===== config.mk =====
export PLATFORM = sky130hd
export DESIGN_NAME = tt_um_uart_tx
export DESIGN_NICKNAME = d
export VERILOG_FILES = /design/src/rtl/uart_pkg.sv /design/src/rtl/uart_tx_core.sv /design/src/rtl/tt_um_uart_tx.sv
export SDC_FILE = /design/constraint.sdc
export NUM_CORES = 1
export LEC_CHECK = 0
export CORE_ASPECT_RATIO = 1.1
export CORE_MARGIN = 1
export CORE_UTILIZATION = 48
export CTS_CLUSTER_DIAMETER = 80
export DETAILED_ROUTE_END_ITERATION = 8
export MAX_ROUTING_LAYER = met4
export PLACE_DENSITY = 0.86
export SLEW_MARGIN = 20
export SYNTH_ARGS = -nofsm -noshare
export SYNTH_HDL_FRONTEND = slang
export SYNTH_SLANG_ARGS = --single-unit

===== constraint.sdc =====
create_clock -name clk -period 2.9 [get_ports clk]
set_clock_uncertainty 0.1 [all_clocks]
set_input_delay 0.725 -clock clk [delete_from_list [all_inputs] [get_ports clk]]
set_output_delay 0.725 -clock clk [all_outputs]
set_load 0.05 [all_outputs]

===== src/rtl/uart_pkg.sv =====
// -----------------------------------------------------------------------------
// uart_pkg
// Shared definitions for the tt_um_uart_tx tile: the transmitter state
// encoding, the data width and the uo_out bit positions.
// -----------------------------------------------------------------------------
package uart_pkg;

    localparam int DATA_BITS = 8;

    // uo_out bit positions
    localparam int TX_BIT   = 0;
    localparam int BUSY_BIT = 1;
    localparam int DONE_BIT = 2;

    typedef enum logic [2:0] {
        ST_IDLE   = 3'd0,
        ST_START  = 3'd1,
        ST_DATA   = 3'd2,
        ST_PARITY = 3'd3,
        ST_STOP   = 3'd4
    } tx_state_e;

endpackage


===== src/rtl/uart_tx_core.sv =====
// -----------------------------------------------------------------------------
// uart_tx_core
// Serialises one byte as 8N1 (or 8E1 when PARITY_EN=1). Every output is a
// flop, so there is no combinational path from start/data to tx/busy/done.
//
// state     | meaning
// ----------+------------------------------------------------------------
// ST_IDLE   | line high, waiting for start
// ST_START  | start bit (tx=0) for CLKS_PER_BIT cycles
// ST_DATA   | 8 data bits, LSB first, CLKS_PER_BIT cycles each
// ST_PARITY | even-parity bit (only reachable when PARITY_EN=1)
// ST_STOP   | stop bit (tx=1); last cycle returns to IDLE and pulses done
//
// Ports:
//   clk    in   system clock, rising edge
//   rst_n  in   asynchronous active-low reset
//   start  in   accept request, honoured only in ST_IDLE
//   data   in   byte latched on the accept edge
//   tx     out  serial line
//   busy   out  high from the accept edge until the stop bit completes
//   done   out  one-cycle pulse on the edge busy falls
// -----------------------------------------------------------------------------
module uart_tx_core
    import uart_pkg::*;
#(
    parameter int CLKS_PER_BIT = 16,
    parameter int PARITY_EN    = 0
) (
    input  logic                 clk,
    input  logic                 rst_n,
    input  logic                 start,
    input  logic [DATA_BITS-1:0] data,
    output logic                 tx,
    output logic                 busy,
    output logic                 done
);

    localparam int                BAUD_W    = (CLKS_PER_BIT > 1) ? $clog2(CLKS_PER_BIT) : 1;
    localparam logic [BAUD_W-1:0] BAUD_LAST = BAUD_W'(CLKS_PER_BIT - 1);
    localparam logic [2:0]        IDX_LAST  = 3'(DATA_BITS - 1);

    tx_state_e              r_state;
    logic [BAUD_W-1:0]      r_baud;
    logic [2:0]             r_bit_idx;
    logic [DATA_BITS-1:0]   r_shift;
    logic                   r_parity;
    logic                   r_tx;
    logic                   r_busy;
    logic                   r_done;

    tx_state_e              w_state_nxt;
    logic [BAUD_W-1:0]      w_baud_nxt;
    logic [2:0]             w_bit_idx_nxt;
    logic [DATA_BITS-1:0]   w_shift_nxt;
    logic                   w_parity_nxt;
    logic                   w_tx_nxt;
    logic                   w_busy_nxt;
    logic                   w_done_nxt;
    logic                   w_bit_end;

    assign w_bit_end = (r_baud == BAUD_LAST);

    always_ff @(posedge clk or negedge rst_n) begin
        if (!rst_n) begin
            r_state   <= ST_IDLE;
            r_baud    <= '0;
            r_bit_idx <= '0;
            r_shift   <= '0;
            r_parity  <= 1'b0;
            r_tx      <= 1'b1;
            r_busy    <= 1'b0;
            r_done    <= 1'b0;
        end else begin
            r_state   <= w_state_nxt;
            r_baud    <= w_baud_nxt;
            r_bit_idx <= w_bit_idx_nxt;
            r_shift   <= w_shift_nxt;
            r_parity  <= w_parity_nxt;
            r_tx      <= w_tx_nxt;
            r_busy    <= w_busy_nxt;
            r_done    <= w_done_nxt;
        end
    end

    // Next-state logic computes the value tx/busy/done must show after the
    // edge, so the registered outputs line up exactly with state changes.
    always_comb begin
        w_state_nxt   = r_state;
        w_baud_nxt    = r_baud;
        w_bit_idx_nxt = r_bit_idx;
        w_shift_nxt   = r_shift;
        w_parity_nxt  = r_parity;
        w_tx_nxt      = r_tx;
        w_busy_nxt    = r_busy;
        w_done_nxt    = 1'b0;

        if (r_state != ST_IDLE) begin
            w_baud_nxt = w_bit_end ? '0 : r_baud + 1'b1;
        end

        case (r_state)
            ST_IDLE: begin
                w_tx_nxt   = 1'b1;
                w_busy_nxt = 1'b0;
                w_baud_nxt = '0;
                if (start) begin
                    w_state_nxt   = ST_START;
                    w_shift_nxt   = data;
                    // parity is captured here because the shifter consumes the byte
                    w_parity_nxt  = ^data;
                    w_bit_idx_nxt = '0;
                    w_tx_nxt      = 1'b0;
                    w_busy_nxt    = 1'b1;
                end
            end
            ST_START: begin
                if (w_bit_end) begin
                    w_state_nxt = ST_DATA;
                    w_tx_nxt    = r_shift[0];
                end
            end
            ST_DATA: begin
                if (w_bit_end) begin
                    if (r_bit_idx == IDX_LAST) begin
                        if (PARITY_EN != 0) begin
                            w_state_nxt = ST_PARITY;
                            w_tx_nxt    = r_parity;
                        end else begin
                            w_state_nxt = ST_STOP;
                            w_tx_nxt    = 1'b1;
                        end
                    end else begin
                        w_bit_idx_nxt = r_bit_idx + 3'd1;
                        w_shift_nxt   = {1'b0, r_shift[DATA_BITS-1:1]};
                        w_tx_nxt      = r_shift[1];
                    end
                end
            end
            ST_PARITY: begin
                if (w_bit_end) begin
                    w_state_nxt = ST_STOP;
                    w_tx_nxt    = 1'b1;
                end
            end
            ST_STOP: begin
                if (w_bit_end) begin
                    w_state_nxt = ST_IDLE;
                    w_tx_nxt    = 1'b1;
                    w_busy_nxt  = 1'b0;
                    w_done_nxt  = 1'b1;
                end
            end
            default: begin
                w_state_nxt = ST_IDLE;
                w_tx_nxt    = 1'b1;
                w_busy_nxt  = 1'b0;
            end
        endcase
    end

    assign tx   = r_tx;
    assign busy = r_busy;
    assign done = r_done;

endmodule


===== src/rtl/tt_um_uart_tx.sv =====
// -----------------------------------------------------------------------------
// tt_um_uart_tx
// Tiny Tapeout tile wrapper around uart_tx_core: gates the send request with
// ena and maps the transmitter onto the standard tile pins.
//
// Ports:
//   clk      in   system clock
//   rst_n    in   asynchronous active-low reset
//   ena      in   tile enable; gates new requests only
//   ui_in    in   byte to transmit
//   uio_in   in   bit0 = send request (level), others unused
//   uo_out   out  bit0 tx, bit1 busy, bit2 done pulse, bits 7:3 zero
//   uio_out  out  tied 8'h00
//   uio_oe   out  tied 8'h00 (all uio pins are inputs)
// -----------------------------------------------------------------------------
module tt_um_uart_tx
    import uart_pkg::*;
#(
    parameter int CLKS_PER_BIT = 16,
    parameter int PARITY_EN    = 0
) (
    input  logic       clk,
    input  logic       rst_n,
    input  logic       ena,
    input  logic [7:0] ui_in,
    input  logic [7:0] uio_in,
    output logic [7:0] uo_out,
    output logic [7:0] uio_out,
    output logic [7:0] uio_oe
);

    logic       w_start;
    logic       w_tx;
    logic       w_busy;
    logic       w_done;
    logic [7:0] w_uo;
    logic       w_unused;

    // ena only blocks new accepts; a frame in flight always completes.
    assign w_start  = ena & uio_in[0];
    assign w_unused = ^uio_in[7:1];

    uart_tx_core #(
        .CLKS_PER_BIT (CLKS_PER_BIT),
        .PARITY_EN    (PARITY_EN)
    ) u_core (
        .clk   (clk),
        .rst_n (rst_n),
        .start (w_start),
        .data  (ui_in),
        .tx    (w_tx),
        .busy  (w_busy),
        .done  (w_done)
    );

    always_comb begin
        w_uo           = '0;
        w_uo[TX_BIT]   = w_tx;
        w_uo[BUSY_BIT] = w_busy;
        w_uo[DONE_BIT] = w_done;
    end

    assign uo_out  = w_uo;
    assign uio_out = 8'h00;
    assign uio_oe  = 8'h00;

endmodule


Yosys cells after proc, flatten, opt, wreduce, memory -nomap -nowiden:

Cells that the tools add are included.

* output and inout port bits: 24
* input bits: 19
* word-level logic and storage cells: 64
* bits in registers: 21

* add/subtract/negate cells: 2
* equality and inequality tests: 14
* muxes and demuxes: 29
* bitwise gates (word level): 2
* reduce and logical (&&, ||, !) cells: 10

Operators with widths (count)
* 2-to-1 mux 3 bit: 9
* 2-to-1 mux 8 bit: 3
* case mux 8 bit (2 select lines): 1
* case mux 3 bit (5 select lines): 1
* != test 2 x 1 -> 1 bit, second input constant: 7
* 2-to-1 mux 4 bit: 3
* 2-to-1 mux 1 bit: 9
* == test 3 x 2 -> 1 bit, second input constant: 2
* == test 3 bit, second input constant: 2
* case mux 3 bit (2 select lines): 1
* AND reduction 6 bit: 1
* adder 4 x 1 -> 4 bit, second input constant: 1
* == test 4 bit, second input constant: 1
* case mux 1 bit (4 select lines): 1
* AND reduction 4 bit: 1
* nonzero test 2 bit: 2
* adder 3 x 1 -> 3 bit, second input constant: 1
* == test 3 x 1 -> 1 bit, second input constant: 1
* logical NOT 3 bit: 1
* case mux 1 bit (3 select lines): 1
* AND reduction 3 bit: 1
* nonzero test 3 bit: 1
* OR reduction 3 bit: 1
* != test 2 bit, second input constant: 1
* 4 further kinds: 4

Depth between registers and ports, before layout:

Gate-level depths: netlist (run 1).

* word-level depth: 4
* depth in mapped cells: 6
* gate-level depth less buffers: 5

Modules after synthesis:

From an unflattened synthesis (run 1), not the netlist that was laid out.

* cell total of the unflattened synthesis: 128
* area, all modules: 1335.0 µm²

Modules (own cells, without submodules)
* uart_tx_core: instances 1, area an instance 1144.8 µm², sequential area each 526.8 µm², cells each 102
* tt_um_uart_tx: instances 1, area an instance 190.2 µm², sequential area each 0.0 µm², cells each 26

Worst setup path after synthesis (run 1):

Ideal clock, no wire load.

* kind: reg-to-reg
* start point: register u_core.r_bit_idx[0]
* end point: register u_core.r_shift[7]
* slack: 1.170 ns
* data arrival time: 1.509 ns
* period minus slack after synthesis: 1.730 ns
* required time: 2.679 ns
* stages on the path, launching flop included: 7
* setup time: 0.121 ns
* buffers on the path: 1
* path through: dfrtp_1 -> ha_1 -> ha_1 -> nand4b_1 -> o2bb2a_4 -> buf_6 -> a22o_1

* cells in the longest elaborated chain, start to end: 3

Ends and longest elaborated chain
* from (decl): line uart_tx_core.sv:44 `logic [2:0] r_bit_idx;`
* from (signal assigned): line uart_tx_core.sv:76 `r_bit_idx <= w_bit_idx_nxt;`
* == test 3 bit: line uart_tx_core.sv:124 `if (r_bit_idx == IDX_LAST) begin`
* != test 2 bit (no line)
* AND reduction 4 bit (no line)
* to (signal assigned): line uart_tx_core.sv:77 `r_shift <= w_shift_nxt;`
* to (decl): line uart_tx_core.sv:45 `logic [DATA_BITS-1:0] r_shift;`

No other way between the ends.
A chain may end at the register's enable or synchronous reset.

Worst setup path after layout (run 1):

* start point: register u_core.r_tx (netlist: u_core.tx)
* end point: output uo_out[0]

RTL lines
* from (decl): line uart_tx_core.sv:47 `logic r_tx;`
* from (signal assigned): line uart_tx_core.sv:79 `r_tx <= w_tx_nxt;`
* to (decl): line tt_um_uart_tx.sv:27 `output logic [7:0] uo_out,`

No word-level cell between the ends.

==> results of run 1 <==
## sequential cells by signal (all words and copies together), names as in the netlist
name	count
u_core.done	1
u_core.r_shift	8
u_core.r_state	3
u_core.r_baud	4
u_core.busy	1
u_core.tx	1
u_core.r_bit_idx	3
## cells by family after synthesis
| logic type | after synthesis | share of synthesized area [%] |
|---|---|---|
| buffers and inverters | 33 | 18.1 |
| muxes | 1 | 0.890 |
| other | 1 | 0.296 |
| adders and majority gates | 3 | 2.97 |
| DFF | 21 | 41.6 |
| AOI/OAI and AO/OA | 35 | 22.1 |
| xor gates and xnor gates | 1 | 0.693 |
| and+or+nand+nor | 29 | 13.4 |
## worst paths after layout
check / start / endpoint / slack, ps / depth (start not counted)
max in group asynchronous: rst_n / u_core.tx / 1770 / 2
worst max register to register: u_core.r_state[1] / u_core.r_bit_idx[0] / 890 / 3
worst min-delay path: u_core.r_shift[6] / u_core.r_shift[6] / 400 / 1
worst max-delay path: u_core.tx / uo_out[0] / 440 / 1
min in group asynchronous: rst_n / u_core.r_shift[2] / 660 / 2
worst min register to register: u_core.r_shift[6] / u_core.r_shift[6] / 400 / 1
## synth_stat cells, types with 2 or more instances
master	count	area, µm²
sky130_fd_sc_hd__a21oi_1	4	20.0
sky130_fd_sc_hd__a22o_1	3	26.3
sky130_fd_sc_hd__a32oi_1	7	61.3
sky130_fd_sc_hd__and2_1	7	43.8
sky130_fd_sc_hd__and3_1	3	18.8
sky130_fd_sc_hd__buf_4	24	180
sky130_fd_sc_hd__buf_6	2	22.5
sky130_fd_sc_hd__clkbuf_1	5	18.8
sky130_fd_sc_hd__dfrtp_1	20	500
sky130_fd_sc_hd__ha_1	3	37.5
sky130_fd_sc_hd__inv_1	2	7.51
sky130_fd_sc_hd__nand2_1	3	11.3
sky130_fd_sc_hd__nand3_1	2	10.0
sky130_fd_sc_hd__nor2_1	5	18.8
sky130_fd_sc_hd__nor2b_1	2	12.5
sky130_fd_sc_hd__nor3_1	2	10.0
sky130_fd_sc_hd__o21ai_0	4	20.0
sky130_fd_sc_hd__o2bb2ai_1	7	61.3
## metrics by stage
step | hold WS [ps] | instances | util (%) | cell area [µm²] | total power [mW]
after global routing | 427 | 163 | 53.4 | 1330 | 0.539
final | 398 | 163 | 53.4 | 1330 | 0.514
after CTS | 400 | 163 | 53.4 | 1330 | 0.518
after global placement | 364 | 159 | 52.3 | 1310 | 0.380
after detailed placement | 366 | 159 | 52.3 | 1310 | 0.380
after floorplan | 329 | 144 | - | 1340 | 0.380
## final cells by class
type	count	area, µm²	share of cell area, %
Tap cell	31	38.8	2.91
Multi-Input combinational cell	90	584	43.8
Inverter	2	7.51	0.563
Clock buffer	3	22.5	1.69
Timing Repair Buffer	15	148	11.1
Sequential cell	21	527	39.5
Clock inverter	1	5.00	0.376
## power breakdown
| part | internal (mW) | switching (mW) |
|---|---|---|
| clock | 0.0513 | 0.0878 |
| sequential | 0.293 | 0 |
| combinational | 0.0141 | 0.0677 |
| total | 0.358 | 0.155 |
## metal layers
layer / wire [µm] / GRT usage (%) / vias to the layer above
li1: - / - / 429
met1: 993 / 24.8 / 443
met2: 1030 / 25.0 / 22
met3: 55 / 2.46 / 6
met4: 51 / 7.14 / 0
met5: 0 / - / -
==> results.txt, run 1 <==
In this run the horizontal extent of the chip is 50.9 µm. The data required time at the worst endpoint is approximately 2100 ps. The area of the die is approximately 0.0028 mm². The critical path in this run is classified as flop to output pin. The number of violations of the max-capacitance limit came out at 0. The maximum number of pins on one net before global-route repair is 22. The number of synthesized flops with an enable pin is 0. The power per standard cell area is roughly 390 mW/mm². The TritonCTS clock tree is built. The delay of the slowest cell on the worst path is 790 ps. Clock-pin slew was measured on the worst setup and hold paths at around 120 ps. After detailed routing, the number of vias per cell comes to 5.52. Traced cell by cell, the critical path runs through clkdlybuf4s50_1.

Setup violations remaining at the end of the flow were counted as 0. The leading cell type in the layout, fill and taps excluded is sky130_fd_sc_hd__conb_1. The post-synthesis async set-or-reset flop share is 100%. The maximum buffer depth of the clock tree came out at 2. Timing analysis after detailed placement gives a worst setup slack of between 600 and 700 ps.

The slowest stage of the critical path is the sky130_fd_sc_hd__clkdlybuf4s50_1 cell. The transition at the pin with the smallest max-transition slack is 591 ps. The sum of routed wire length over all layers is about 2100 µm. The headroom to the max-slew limit is between 60% and 70%. Once detailed placement completed, the half-perimeter wirelength came to roughly 1500 µm.

The first-pass detailed-route iteration total is 4. The average routed wire per standard cell is ~13 µm. The number of cells upsized or downsized after cts is 0. The wire length of the first global-routing pass came out at 3750 µm. The number of endpoints with negative hold slack in the final report came out at 0. The share of cells above drive strength 1 is 6.06%. For this run, the leading register cell type out of synthesis is sky130_fd_sc_hd__dfrtp_1. The peak ir drop on the vdd network came out at roughly 0.36 mV. Counting the fill cells in the layout gives between 200 and 250.

The layout-stage area growth over the synthesis result came out at 5.34%. The buffers inserted during post-CTS setup optimization came out at 0. The flow ran to the end, and the final reports show no timing, DRC or antenna violations. The cts-stage hold buffer count came out at 0. The core footprint came out at between 0.002 and 0.0025 mm². The H-tree depth is 1. The mean area per synthesized cell is around 10 µm². The clock period minus final worst setup slack is 2460 ps.

The DRC violation total after the first TritonRoute iteration came out at 39. The post-synthesis instance total came out at roughly 120. Clock tree synthesis found a total of 21 sinks. The count of boundary I/O pins came out at between 40 and 50. After synthesis the netlist holds a flip-flop and latch count of 21.

The repair_antennas step left the layout with diodes totalling 0. The standby leakage power is 0.612 nW. The count of nets left with antenna violations once routing finished came out at 0. The kind of launch point of the worst setup path is a flop. The worst path buffer plus inverter count came out at 1. The final weighted congestion in routability-driven placement came out at a little under 0.8. The via count of the first global-routing pass is approximately 830.

The starting utilization of the core area came out at slightly above 50%. The maximum fanout along the worst path came out at 3. The maximum frequency from static timing analysis came out at approximately 410 MHz. The synthesized area is about 0.0013 mm².

The path class of the tightest hold or removal check is flop to flop. Setup repair after global routing left no endpoint under its margin. The floorplan die height is around 56 µm. The sequential area share after synthesis came out at about two fifths. Global routing consumed, over all layers together, 17.5% of the routing resources. The initial antenna violation count came to 0. The number of buffers created by CTS is 3.

Summed over all layers, the global routing overflow is 0. The cell class contributing the biggest share of worst-path delay is buffers and inverters. Leaving out fill and tap cells, the most frequent cells in the layout are sky130_fd_sc_hd__conb_1, sky130_fd_sc_hd__dfrtp_1, sky130_fd_sc_hd__clkdlybuf4s50_1. Across all layers, the routed design uses 900 vias. STA classifies the critical path endpoint as an output pin. The count of different cell masters after synthesis is 37. The number of max-slew violations in the final report is 0. The tree is rooted in a sky130_fd_sc_hd__clkbuf_4. The warning count from the yosys run is 0.

Setup slack on the critical path of the routed design comes to ~440 ps. The signal arrival time at the worst endpoint came out at ~1600 ps. The number of nets in the final layout is 155. During placement, the flow inserted port buffers numbering 14. The number of standard-cell rows in the floorplan came out at 19. The total DRC errors in the routed layout came out at 0. Clock latency on the worst-skew pair, taken at its later pin, is about 300 ps. The final clock period utilization by the worst path is between 80 and 90%. Summed over all failing endpoints, the final setup total negative slack is 0 ps.
(Power assumes the default switching activity.)
==> run 2, diff against run 1 <==
--- a/config.mk
+++ b/config.mk
@@ -7,11 +7,11 @@
 export LEC_CHECK = 0
 export CORE_ASPECT_RATIO = 1.1
 export CORE_MARGIN = 1
-export CORE_UTILIZATION = 48
+export CORE_UTILIZATION = 40
 export CTS_CLUSTER_DIAMETER = 80
 export DETAILED_ROUTE_END_ITERATION = 8
 export MAX_ROUTING_LAYER = met4
-export PLACE_DENSITY = 0.86
+export PLACE_DENSITY = 0.77
 export SLEW_MARGIN = 20
 export SYNTH_ARGS = -nofsm -noshare
 export SYNTH_HDL_FRONTEND = slang
==> constraint.sdc (replaced) <==
create_clock -name clk -period 2.15 [get_ports clk]
set_clock_uncertainty 0.1 [all_clocks]
set_input_delay 0.5375 -clock clk [delete_from_list [all_inputs] [get_ports clk]]
set_output_delay 0.5375 -clock clk [all_outputs]
set_load 0.05 [all_outputs]
==> run 2 against run 1 <==
Via count grew 5.7%. Wire length increased by 7.1%. Combinational power is 34% higher. Highest routed layer unchanged. Worst setup slack worse by 350 ps. Sequential power grew 35%. Die area rose by 19%. Non-clock buffer count increased by 6. Critical path depth did not move.
==> results.txt, run 2 (synthesized netlist as in run 1, its figures left out) <==
The share of cells above drive strength 1 came out at between 10% and 20%. The floorplan step defined a die boundary enclosing roughly 0.0034 mm². The count of nets left with antenna violations once routing finished came out at 0. The buffer type at the clock tree root is sky130_fd_sc_hd__clkbuf_4. The via count of the first global-routing pass came out at a little under 900. The initial antenna violation count is 0. The cell with the largest stage delay on the worst path is sky130_fd_sc_hd__clkdlybuf4s50_1. Traced cell by cell, the critical path runs through clkdlybuf4s50_1. The count of filler cells inserted in the layout came out at 297. The delay of the slowest cell on the worst path came out at 790 ps.

The overall overflow remaining after global route came out at 0. The sum of negative setup slack is 0 ps. After legalization and detailed placement, the total HPWL measured ~1700 µm. On the critical path the largest part of the delay comes from buffers and inverters. The clock reaches the later pin of the worst-skew pair after approximately 310 ps. IR analysis of the VDD net gives a maximum drop of ~0.32 mV. The met3 wirelength from detailed routing is 127 µm.

The number of endpoints with negative hold slack in the final report came out at 0. Setup repair after global routing left no endpoint under its margin. The number of standard-cell rows in the floorplan came out at 21. The number of violations of the max-capacitance limit is 0.

At the end of the flow the core is filled with cells to a little under half. The cell area after placement is 0.00135 mm². The power per standard cell area is roughly 500 mW/mm². The uppermost signal routing layer after detailed routing is met4.

Summed over all layers, the routed wires come to roughly 2300 µm. Leaving out fill and tap cells, the most frequent cell in the layout is sky130_fd_sc_hd__conb_1. The worst slack on hold paths is approximately 400 ps. The library cells used most frequently in the layout, excluding fill and tap cells, are sky130_fd_sc_hd__conb_1, sky130_fd_sc_hd__dfrtp_1, sky130_fd_sc_hd__clkdlybuf4s50_1. The analysis attributes to cell leakage a power of 0.641 nW.

The placed instance count is 168. The pre-antenna-repair detailed-routing pass consisted of 5 iterations. The detail-routed via count per cell is about 5.5.

The worst hold path belongs to the class flop to flop. The overall power is 0.696 mW. The critical path class is flop to output pin. u_core.r_shift holds more flip-flops than any other register. During placement, the flow inserted port buffers numbering 14. The run finished with clean final reports. The kind of launch point of the worst setup path is a flop. The DRC violation total after the first TritonRoute iteration is 38. The area of all placed cells without fillers came out at 0.00138 mm². The signal arrival time at the worst endpoint came out at roughly 1400 ps. The buffers inserted during post-CTS setup optimization is 0. The starting utilization of the core area came out at about two fifths. The x dimension of the die is between 50 and 60 µm.

The maximum buffer depth of the clock tree is 2. The maximum frequency from static timing analysis came out at about 480 MHz. The floorplan die height came out at about 60 µm. In this run the count of I/O pins placed on the die edge is between 40 and 50. Counting both buffers and inverters, the worst setup path holds a total of 1. The data required time at the worst endpoint is 1510 ps.

The register with the most flip-flops in the layout has 8 of them. The clock period minus final worst setup slack is around 2100 ps. The clock sink total came out at 21. The total DRC errors in the routed layout is 0. The largest registers in the layout are u_core.r_shift x8, u_core.r_baud x4. The number of endpoints failing setup at the final stage is 0. The transition at the pin with the smallest max-transition slack is 532 ps. The total vias in the final route is approximately 950. The final standard cell count with taps included and fillers excluded is approximately 170. The final clock period utilization by the worst path is a little over nine tenths. Setup slack on the critical path of the routed design comes to between 80 and 90 ps. The total global-route track usage came out at 15.4%.

In the detailed route, the total length drawn on met2 is 1180 µm. The number of cells upsized or downsized after cts came out at 0. For this run, the post-layout net count is about 160. The maximum fanout along the worst path is 1. The headroom to the max-slew limit came out at 64.2%.

The post-placement worst setup slack is ~200 ps. After clock tree synthesis, the clock-pin slew on the worst setup and hold paths is between 100 and 150 ps. The number of buffers created by CTS came out at 3. The detailed-route wire length on metal 1 is 932 µm. The TritonCTS clock tree is built. The number of max-slew violations in the final report is 0. The maximum number of pins on one net before global-route repair is 22.

The wire length of the first global-routing pass is just under 4000 µm. The average routed wire per standard cell came out at ~13 µm. The number of antenna repair diodes came out at 0. The core footprint is 0.00302 mm². Compared with the post-synthesis result, the final layout area differs by 8.70%.

At the end of routability-driven placement, the weighted congestion stood at 0.839. The H-tree depth came out at 1. STA classifies the critical path endpoint as an output pin. The cts-stage hold buffer count came out at 0.
## run 2: cell count changes in the layout (fill, tap and decap cells not counted)
cell	before	now
sky130_fd_sc_hd__buf_4	1	9
sky130_fd_sc_hd__clkbuf_1	0	1
sky130_fd_sc_hd__clkdlybuf4s50_1	14	12
sky130_fd_sc_hd__clkinv_2	1	0
## run 2: area by class of cell
type / count / area (µm²) / share of cell area [%]
multi-input combinational: 90 / 584 / 42.5
clock buffer: 4 / 26.3 / 1.91
sequential: 21 / 527 / 38.3
inverter: 2 / 7.51 / 0.546
timing repair buffer: 21 / 188 / 13.6
tap: 34 / 42.5 / 3.09
## run 2: layer usage
| layer | vias up | global-route usage (%) |
|---|---|---|
| li1 | 437 | - |
| met1 | 470 | 17.2 |
| met2 | 39 | 28.4 |
| met3 | 5 | 1.71 |
| met4 | 0 | 6.43 |
| met5 | - | - |
## run 2: power breakdown
group / total (mW) / switching (mW) / internal (mW)
Combinational: 0.110 / 0.0911 / 0.0190
Clock: 0.191 / 0.119 / 0.0725
Sequential: 0.395 / 0 / 0.395
Total: 0.696 / 0.210 / 0.486
## run 2: final timing paths
kind / start / endpoint / slack, ps / depth (start not counted)
min: u_core.r_shift[2] / u_core.r_shift[2] / 400 / 1
max: u_core.done / uo_out[2] / 80 / 1
max in group asynchronous: rst_n / u_core.tx / 1220 / 2
max reg2reg: u_core.r_bit_idx[0] / u_core.r_bit_idx[0] / 330 / 5
min in group asynchronous: rst_n / u_core.r_baud[2] / 460 / 2
min reg2reg: u_core.r_shift[2] / u_core.r_shift[2] / 400 / 1
